File: config.mk
export PLATFORM = sky130hd
export DESIGN_NAME = redun_to_bin_flat
export DESIGN_NICKNAME = d
export VERILOG_FILES = /design/src/rtl/redun_to_bin_if.sv /design/src/rtl/redun_to_bin.sv /design/src/flat_wrapper.sv
export SDC_FILE = /design/constraint.sdc
export NUM_CORES = 1
export LEC_CHECK = 0
export CORE_MARGIN = 3
export CORE_UTILIZATION = 45
export CTS_CLUSTER_DIAMETER = 30
export DETAILED_ROUTE_END_ITERATION = 12
export HOLD_SLACK_MARGIN = 0.12
export PLACE_DENSITY = 0.76
export RECOVER_POWER = 50
export SYNTH_ARGS = -nofsm -noshare
export SYNTH_HDL_FRONTEND = slang
export SYNTH_SLANG_ARGS = --single-unit
File: constraint.sdc
create_clock -name i_clk -period 2.6 [get_ports i_clk]
set_clock_uncertainty 0.15 [all_clocks]
set_input_delay 0.39 -clock i_clk [delete_from_list [all_inputs] [get_ports i_clk]]
set_output_delay 0.39 -clock i_clk [all_outputs]
set_load 0.01 [all_outputs]
File: src/rtl/redun_to_bin_if.sv
// Handshake bundle between the redundant Montgomery squarer and the
// redundant-to-binary converter. The master side (upstream/downstream
// environment) drives i_*; the slave side (converter) drives o_*.
`timescale 1ns/1ps
interface redun_to_bin_if #(
  parameter int NUM_WRDS = 4,
  parameter int WRD_BITS = 16
);
  logic [WRD_BITS:0]            i_mul [NUM_WRDS];
  logic                         i_val;
  logic                         o_rdy;
  logic [NUM_WRDS*WRD_BITS-1:0] o_dat;
  logic                         o_val;
  logic                         i_rdy;
  logic                         o_err;

  modport master (
    output i_mul, i_val, i_rdy,
    input  o_rdy, o_dat, o_val, o_err
  );

  modport slave (
    input  i_mul, i_val, i_rdy,
    output o_rdy, o_dat, o_val, o_err
  );
endinterface

File: src/rtl/redun_to_bin.sv
// redun_to_bin: converts a redundant NUM_WRDS x (WRD_BITS+1) value into a
// canonical binary residue. Word-serial carry propagation, then (when the
// REDUN_TO_BIN_REDUCE_EN macro is defined) word-serial conditional
// subtraction of P, at most MAX_SUB committed passes. Without the macro the
// subtraction stage is absent and the carry-propagated low bits are output.
`timescale 1ns/1ps
module redun_to_bin #(
  parameter int                           NUM_WRDS = 4,
  parameter int                           WRD_BITS = 16,
  parameter logic [NUM_WRDS*WRD_BITS-1:0] P        = 64'hFFFF_FFFF_FFFF_FFC5,
  parameter int                           EXT_BITS = 2,
  parameter int                           MAX_SUB  = 4
) (
  input logic           i_clk,
  input logic           i_rst,
  redun_to_bin_if.slave bus
);
  localparam int CW = (NUM_WRDS > 1) ? $clog2(NUM_WRDS) : 1;

  typedef enum logic [1:0] {IDLE, CARRY, SUB, DONE} state_t;

  state_t               state_reg, state_next;
  logic [WRD_BITS:0]    cap_reg [NUM_WRDS];
  logic [WRD_BITS-1:0]  val_reg [NUM_WRDS];
  logic [EXT_BITS-1:0]  hi_reg;
  logic [1:0]           carry_reg;   // carry in CARRY, bit 0 is the borrow in SUB
  logic [CW-1:0]        cnt_reg;
  logic                 err_reg;
  logic                 last_word;
  logic [WRD_BITS+1:0]  sum_w;

`ifdef REDUN_TO_BIN_REDUCE_EN
  localparam int KW = $clog2(MAX_SUB + 1);
  logic [WRD_BITS-1:0]  tmp_reg [NUM_WRDS];
  logic [KW-1:0]        k_reg, k_inc;
  logic [WRD_BITS:0]    diff_w;
  logic [EXT_BITS:0]    hi_diff;
  logic                 pass_borrow;
`else
  logic unused_cfg;
  assign unused_cfg = ^{P, 32'(MAX_SUB)};
`endif

  // Per-word arithmetic for the word selected by the counter
  always_comb begin
    last_word = (cnt_reg == CW'(NUM_WRDS - 1));
    sum_w     = {1'b0, cap_reg[cnt_reg]} + {{WRD_BITS{1'b0}}, carry_reg};
`ifdef REDUN_TO_BIN_REDUCE_EN
    diff_w      = {1'b0, val_reg[cnt_reg]} - {1'b0, P[cnt_reg*WRD_BITS +: WRD_BITS]}
                  - {{WRD_BITS{1'b0}}, carry_reg[0]};
    // Borrow out of the headroom word is the only "value < P" signal
    hi_diff     = {1'b0, hi_reg} - {{EXT_BITS{1'b0}}, diff_w[WRD_BITS]};
    pass_borrow = hi_diff[EXT_BITS];
    k_inc       = k_reg + KW'(1);
`endif
  end

  // State register
  always_ff @(posedge i_clk) begin
    if (i_rst) state_reg <= IDLE;
    else       state_reg <= state_next;
  end

  // Next-state logic
  always_comb begin
    state_next = state_reg;
    case (state_reg)
      IDLE:  if (bus.i_val) state_next = CARRY;
`ifdef REDUN_TO_BIN_REDUCE_EN
      CARRY: if (last_word) state_next = SUB;
      SUB:   if (last_word && (pass_borrow || k_inc == KW'(MAX_SUB))) state_next = DONE;
`else
      CARRY: if (last_word) state_next = DONE;
`endif
      DONE:  if (bus.i_rdy) state_next = IDLE;
      default: state_next = IDLE;
    endcase
  end

  // Datapath: capture, carry propagation and subtraction passes
  always_ff @(posedge i_clk) begin
    if (i_rst) begin
      for (int i = 0; i < NUM_WRDS; i++) begin
        cap_reg[i] <= '0;
        val_reg[i] <= '0;
`ifdef REDUN_TO_BIN_REDUCE_EN
        tmp_reg[i] <= '0;
`endif
      end
      hi_reg    <= '0;
      carry_reg <= '0;
      cnt_reg   <= '0;
      err_reg   <= 1'b0;
`ifdef REDUN_TO_BIN_REDUCE_EN
      k_reg     <= '0;
`endif
    end else begin
      case (state_reg)
        IDLE: if (bus.i_val) begin
          for (int i = 0; i < NUM_WRDS; i++) cap_reg[i] <= bus.i_mul[i];
          carry_reg <= '0;
          cnt_reg   <= '0;
          err_reg   <= 1'b0;
          hi_reg    <= '0;
`ifdef REDUN_TO_BIN_REDUCE_EN
          k_reg     <= '0;
`endif
        end
        CARRY: begin
          val_reg[cnt_reg] <= sum_w[WRD_BITS-1:0];
          carry_reg        <= sum_w[WRD_BITS+1:WRD_BITS];
          cnt_reg          <= cnt_reg + CW'(1);
          if (last_word) begin
            hi_reg    <= EXT_BITS'(sum_w[WRD_BITS+1:WRD_BITS]);
            carry_reg <= '0;
            cnt_reg   <= '0;
          end
        end
`ifdef REDUN_TO_BIN_REDUCE_EN
        SUB: begin
          tmp_reg[cnt_reg] <= diff_w[WRD_BITS-1:0];
          carry_reg        <= {1'b0, diff_w[WRD_BITS]};
          cnt_reg          <= cnt_reg + CW'(1);
          if (last_word) begin
            carry_reg <= '0;
            cnt_reg   <= '0;
            // No final borrow: value >= P, so the difference replaces it
            if (!pass_borrow) begin
              for (int i = 0; i < NUM_WRDS - 1; i++) val_reg[i] <= tmp_reg[i];
              val_reg[NUM_WRDS-1] <= diff_w[WRD_BITS-1:0];
              hi_reg              <= hi_diff[EXT_BITS-1:0];
              k_reg               <= k_inc;
              if (k_inc == KW'(MAX_SUB)) err_reg <= 1'b1;
            end
          end
        end
`endif
        default: ;
      endcase
    end
  end

  assign bus.o_rdy = (state_reg == IDLE);
  assign bus.o_val = (state_reg == DONE);
  assign bus.o_err = (state_reg == DONE) && (err_reg || (hi_reg != '0));

  for (genvar gi = 0; gi < NUM_WRDS; gi++) begin : g_dat
    assign bus.o_dat[gi*WRD_BITS +: WRD_BITS] = val_reg[gi];
  end
endmodule

File: src/flat_wrapper.sv
// flat-port wrapper written by rule: the top's interface ports become plain ports
module redun_to_bin_flat 
#(
  parameter int                           NUM_WRDS = 4,
  parameter int                           WRD_BITS = 16,
  parameter logic [NUM_WRDS*WRD_BITS-1:0] P        = 64'hFFFF_FFFF_FFFF_FFC5,
  parameter int                           EXT_BITS = 2,
  parameter int                           MAX_SUB  = 4
)
  (i_clk, i_rst, bus_i_mul, bus_i_val, bus_i_rdy, bus_o_rdy, bus_o_dat, bus_o_val, bus_o_err);
  redun_to_bin_if #(.NUM_WRDS(NUM_WRDS), .WRD_BITS(WRD_BITS)) bus_i ();
  input logic i_clk;
  input logic i_rst;
  input wire logic [$bits(bus_i.i_mul)-1:0] bus_i_mul;
  input wire logic [$bits(bus_i.i_val)-1:0] bus_i_val;
  input wire logic [$bits(bus_i.i_rdy)-1:0] bus_i_rdy;
  output wire logic [$bits(bus_i.o_rdy)-1:0] bus_o_rdy;
  output wire logic [$bits(bus_i.o_dat)-1:0] bus_o_dat;
  output wire logic [$bits(bus_i.o_val)-1:0] bus_o_val;
  output wire logic [$bits(bus_i.o_err)-1:0] bus_o_err;
  assign bus_i.i_mul = {>>{bus_i_mul}};
  assign bus_i.i_val = bus_i_val;
  assign bus_i.i_rdy = bus_i_rdy;
  assign bus_o_rdy = bus_i.o_rdy;
  assign bus_o_dat = bus_i.o_dat;
  assign bus_o_val = bus_i.o_val;
  assign bus_o_err = bus_i.o_err;
  redun_to_bin #(.NUM_WRDS(NUM_WRDS), .WRD_BITS(WRD_BITS), .P(P), .EXT_BITS(EXT_BITS), .MAX_SUB(MAX_SUB)) u_core (.i_clk(i_clk), .i_rst(i_rst), .bus(bus_i));
endmodule
==> flow_summary.ini, run 1 <==
[run_status]
status = completed

[sta]
final_hold_viol_count = 0
setup_viol = 0
grt_setup_unrepaired = yes
tightest_slew_ns = 0.960
max_freq_mhz = 398
finalMaxSlewViolations = 0
max_slew_margin_pct = 35.8
period_minus_slack_ns = 2.51
period_share_pct = 96.5

[global_routing]
grt_max_degree = 69
grt_usage_pct = 16.7
grt_overflow_total = 0
grt_pass1_vias = 3682
grt_pass1_wl_um = 18500
antenna_found_initial = 0

[cts]
cts.htree.levels = 4
cts_tree = done
clock_sinks = 142
cts-root-buf = clkbuf_16
cts_buffer_depth = 2
cts_buffers = 17
cts_hold_buf = 0
insertion_delay_ns = 0.41
path_clk_slew_ns = 0.06

[setup_path]
cp-start-kind = flip-flop
crit-reg2reg-capture = u_core.hi_reg[0]
cp_data_required_time_ns = 2.75
rrSetupSlack_ns = 0.09
cp_slowest_cell = mux4_2
worst-endpoint-arrival_ns = 2.66
crit_family = multiplexers
worstSetupPathType = flip-flop to flip-flop
cp-end-kind = flip-flop
cp_num_buf_inv = 1
path_cells = mux4_2 > buf_6 > fa_2 > nand4_1 > nor4_1 > xor2_1 > a32o_1
r2r.worst_path.cells = 7
cpPeakStageDelay_ns = 0.55
crit_fanout = 4

[floorplan]
die_y_um = 121
start_util_pct = 46.6
die_x_um = 121
row_count = 41
dieArea_sq_mm = 0.0146
core_area_sq_mm = 0.0128
io_pins = 139

[final_layout]
final_nets = 639
areaGrowthSynthToFinish_pct = 40.2
drive_above_1_share_pct = 13.0
mostFrequentLayoutCells = clkdlybuf4s50_1 (136), edfxtp_1 (132), and2_1 (69)
stdcell_area_sq_mm = 0.00834
largest_reg_flops = 68
final_cells = 748
fin_util_pct = 65.3
final_common_cell = clkdlybuf4s50_1
antenna_cells = 0

[place]
dp.cells = 711
dp_hpwl_um = 8700
port_buffers = 138
post_dp_cell_area_sq_mm = 0.00767
gp_congestion = 0.737

[routing]
num_vias = 3725
via_per_inst = 4.98
dr.pass1.iters = 5
routed_wl_um = 11800
routedWlPerCell_um = 15.7
ant_nets = 0
drtIter0Drc = 250
drc_errors = 0

[hold_path]
worstHoldPathType = flip-flop to flip-flop
hold_end = u_core.hi_reg[1]
worstHoldStart = u_core.hi_reg[1]
worst_hold_path.num_cells = 2

[power]
leakagePower_uw = 0.00308
p_per_area_mw_per_mm2 = 665
peakVddDrop_mv = 0.452

[synthesis]
ys_types = 37
synth_ff_type = edfxtp_1
synth-seq-area-share_pct = 70.0
synth_nets = 474
netlist_area_sq_mm = 0.00595
async_flop_share_pct = 0
yosys_warnings = 0
syn_inst = 398
ys_seq_elements = 142
syn_area_per_cell_sq_um = 15.0
synth_edf_count = 132

[flow_run]
max-cap-violations = 0
[stage by stage]
stage | hold WS, ns | TNS (ns) | power, uW | worst slack, ns
floorplan | 0.276 | -1.15 | 3010 | -0.129
global placement | 0.329 | 0 | 3320 | 0.0206
detailed placement | 0.337 | -1.10 | 3340 | -0.0955
CTS | 0.347 | 0 | 5590 | 0.0153
global route | 0.352 | -0.301 | 5750 | -0.0342
finish | 0.343 | 0 | 5550 | 0.0904
[how the worst max path moves through the flow]
stage	from	cells after the start	end	slack [ns]
CTS	flip-flop	9	u_core.val_reg[0][7]	0.02
floorplan	flip-flop	8	u_core.carry_reg[1]	-0.13
detailed placement	flip-flop	7	u_core.val_reg[2][11]	-0.1
global route	u_core.cap_reg[3][1]	8	u_core.val_reg[0][10]	-0.03
finish	flip-flop	7	u_core.hi_reg[0]	0.09
global placement	flip-flop	7	u_core.val_reg[2][11]	0.02
[synthesized netlist by cell type, types with 3 or more instances]
master | number | share of area [%]
nor2_1 | 70 | 4.4
mux4_1 | 13 | 5.7
mux4_2 | 4 | 1.5
xor2_1 | 5 | 0.74
xnor2_1 | 10 | 1.5
edfxtp_1 | 132 | 67
nand2_1 | 11 | 0.69
dfxtp_1 | 10 | 3.4
nand2b_1 | 5 | 0.53
ha_1 | 3 | 0.63
nor3_1 | 3 | 0.25
nor4_1 | 5 | 0.53
inv_1 | 10 | 0.63
clkbuf_1 | 13 | 0.82
nand4_1 | 4 | 0.42
nand3_1 | 3 | 0.25
and2_1 | 69 | 7.3
[final cells by class]
class | instances | area, sq um
clock buffer | 20 | 437
clock inverter | 12 | 120
fill | 895 | 4430
inverter | 10 | 37.5
multi-input combinational | 228 | 1770
sequential | 142 | 4170
tap | 172 | 215
timing repair buffer | 164 | 1590
[kinds of logic after synthesis]
group / count (synthesis) / synth area share, %
compound gates: 14 / 1.81
xor+xnor: 15 / 2.21
fa+ha+maj: 4 / 0.967
buf+inv: 28 / 2.17
flops: 142 / 70.0
mux: 17 / 7.25
simple gates: 178 / 15.6
[metal layers]
metal	up-vias	global-route usage, %	routed length, um
met5	-	0	0
met4	0	4.89	82
met3	8	4.57	763
met2	149	25.4	5580
met1	1802	23.6	5340
li1	1766	-	-
[worst register-to-register path: stages, from the launching register on]
cell	delay, ns
dfxtp_4	0.37
mux4_2	0.56
buf_6	0.15
fa_2	0.37
nand4_1	0.23
nor4_1	0.10
xor2_1	0.20
a32o_1	0.28
[report_power, final]
group | switching, uW | internal (uW)
Sequential | 44.5 | 2650
Combinational | 277 | 320
Clock | 854 | 1400
[timing repair]
item                                    in CTS  in global routing
setup buffers                                2                  3
pin swaps                                    2                 11
endpoints found under the setup margin      23                 43
gates resized for setup                      0                 16
endpoints found under the hold margin        0                  0
Power figures use the tool's default switching activity.
==> run 2, diff against run 1 <==
--- a/config.mk
+++ b/config.mk
@@ -9,6 +9,7 @@
 export CORE_UTILIZATION = 45
 export CTS_CLUSTER_DIAMETER = 30
 export DETAILED_ROUTE_END_ITERATION = 12
+export GPL_ROUTABILITY_DRIVEN = 0
 export HOLD_SLACK_MARGIN = 0.12
 export PLACE_DENSITY = 0.76
 export RECOVER_POWER = 50
==> results of run 2 <==
The final DEF is identical to that of run 1; final timing and power are the same.
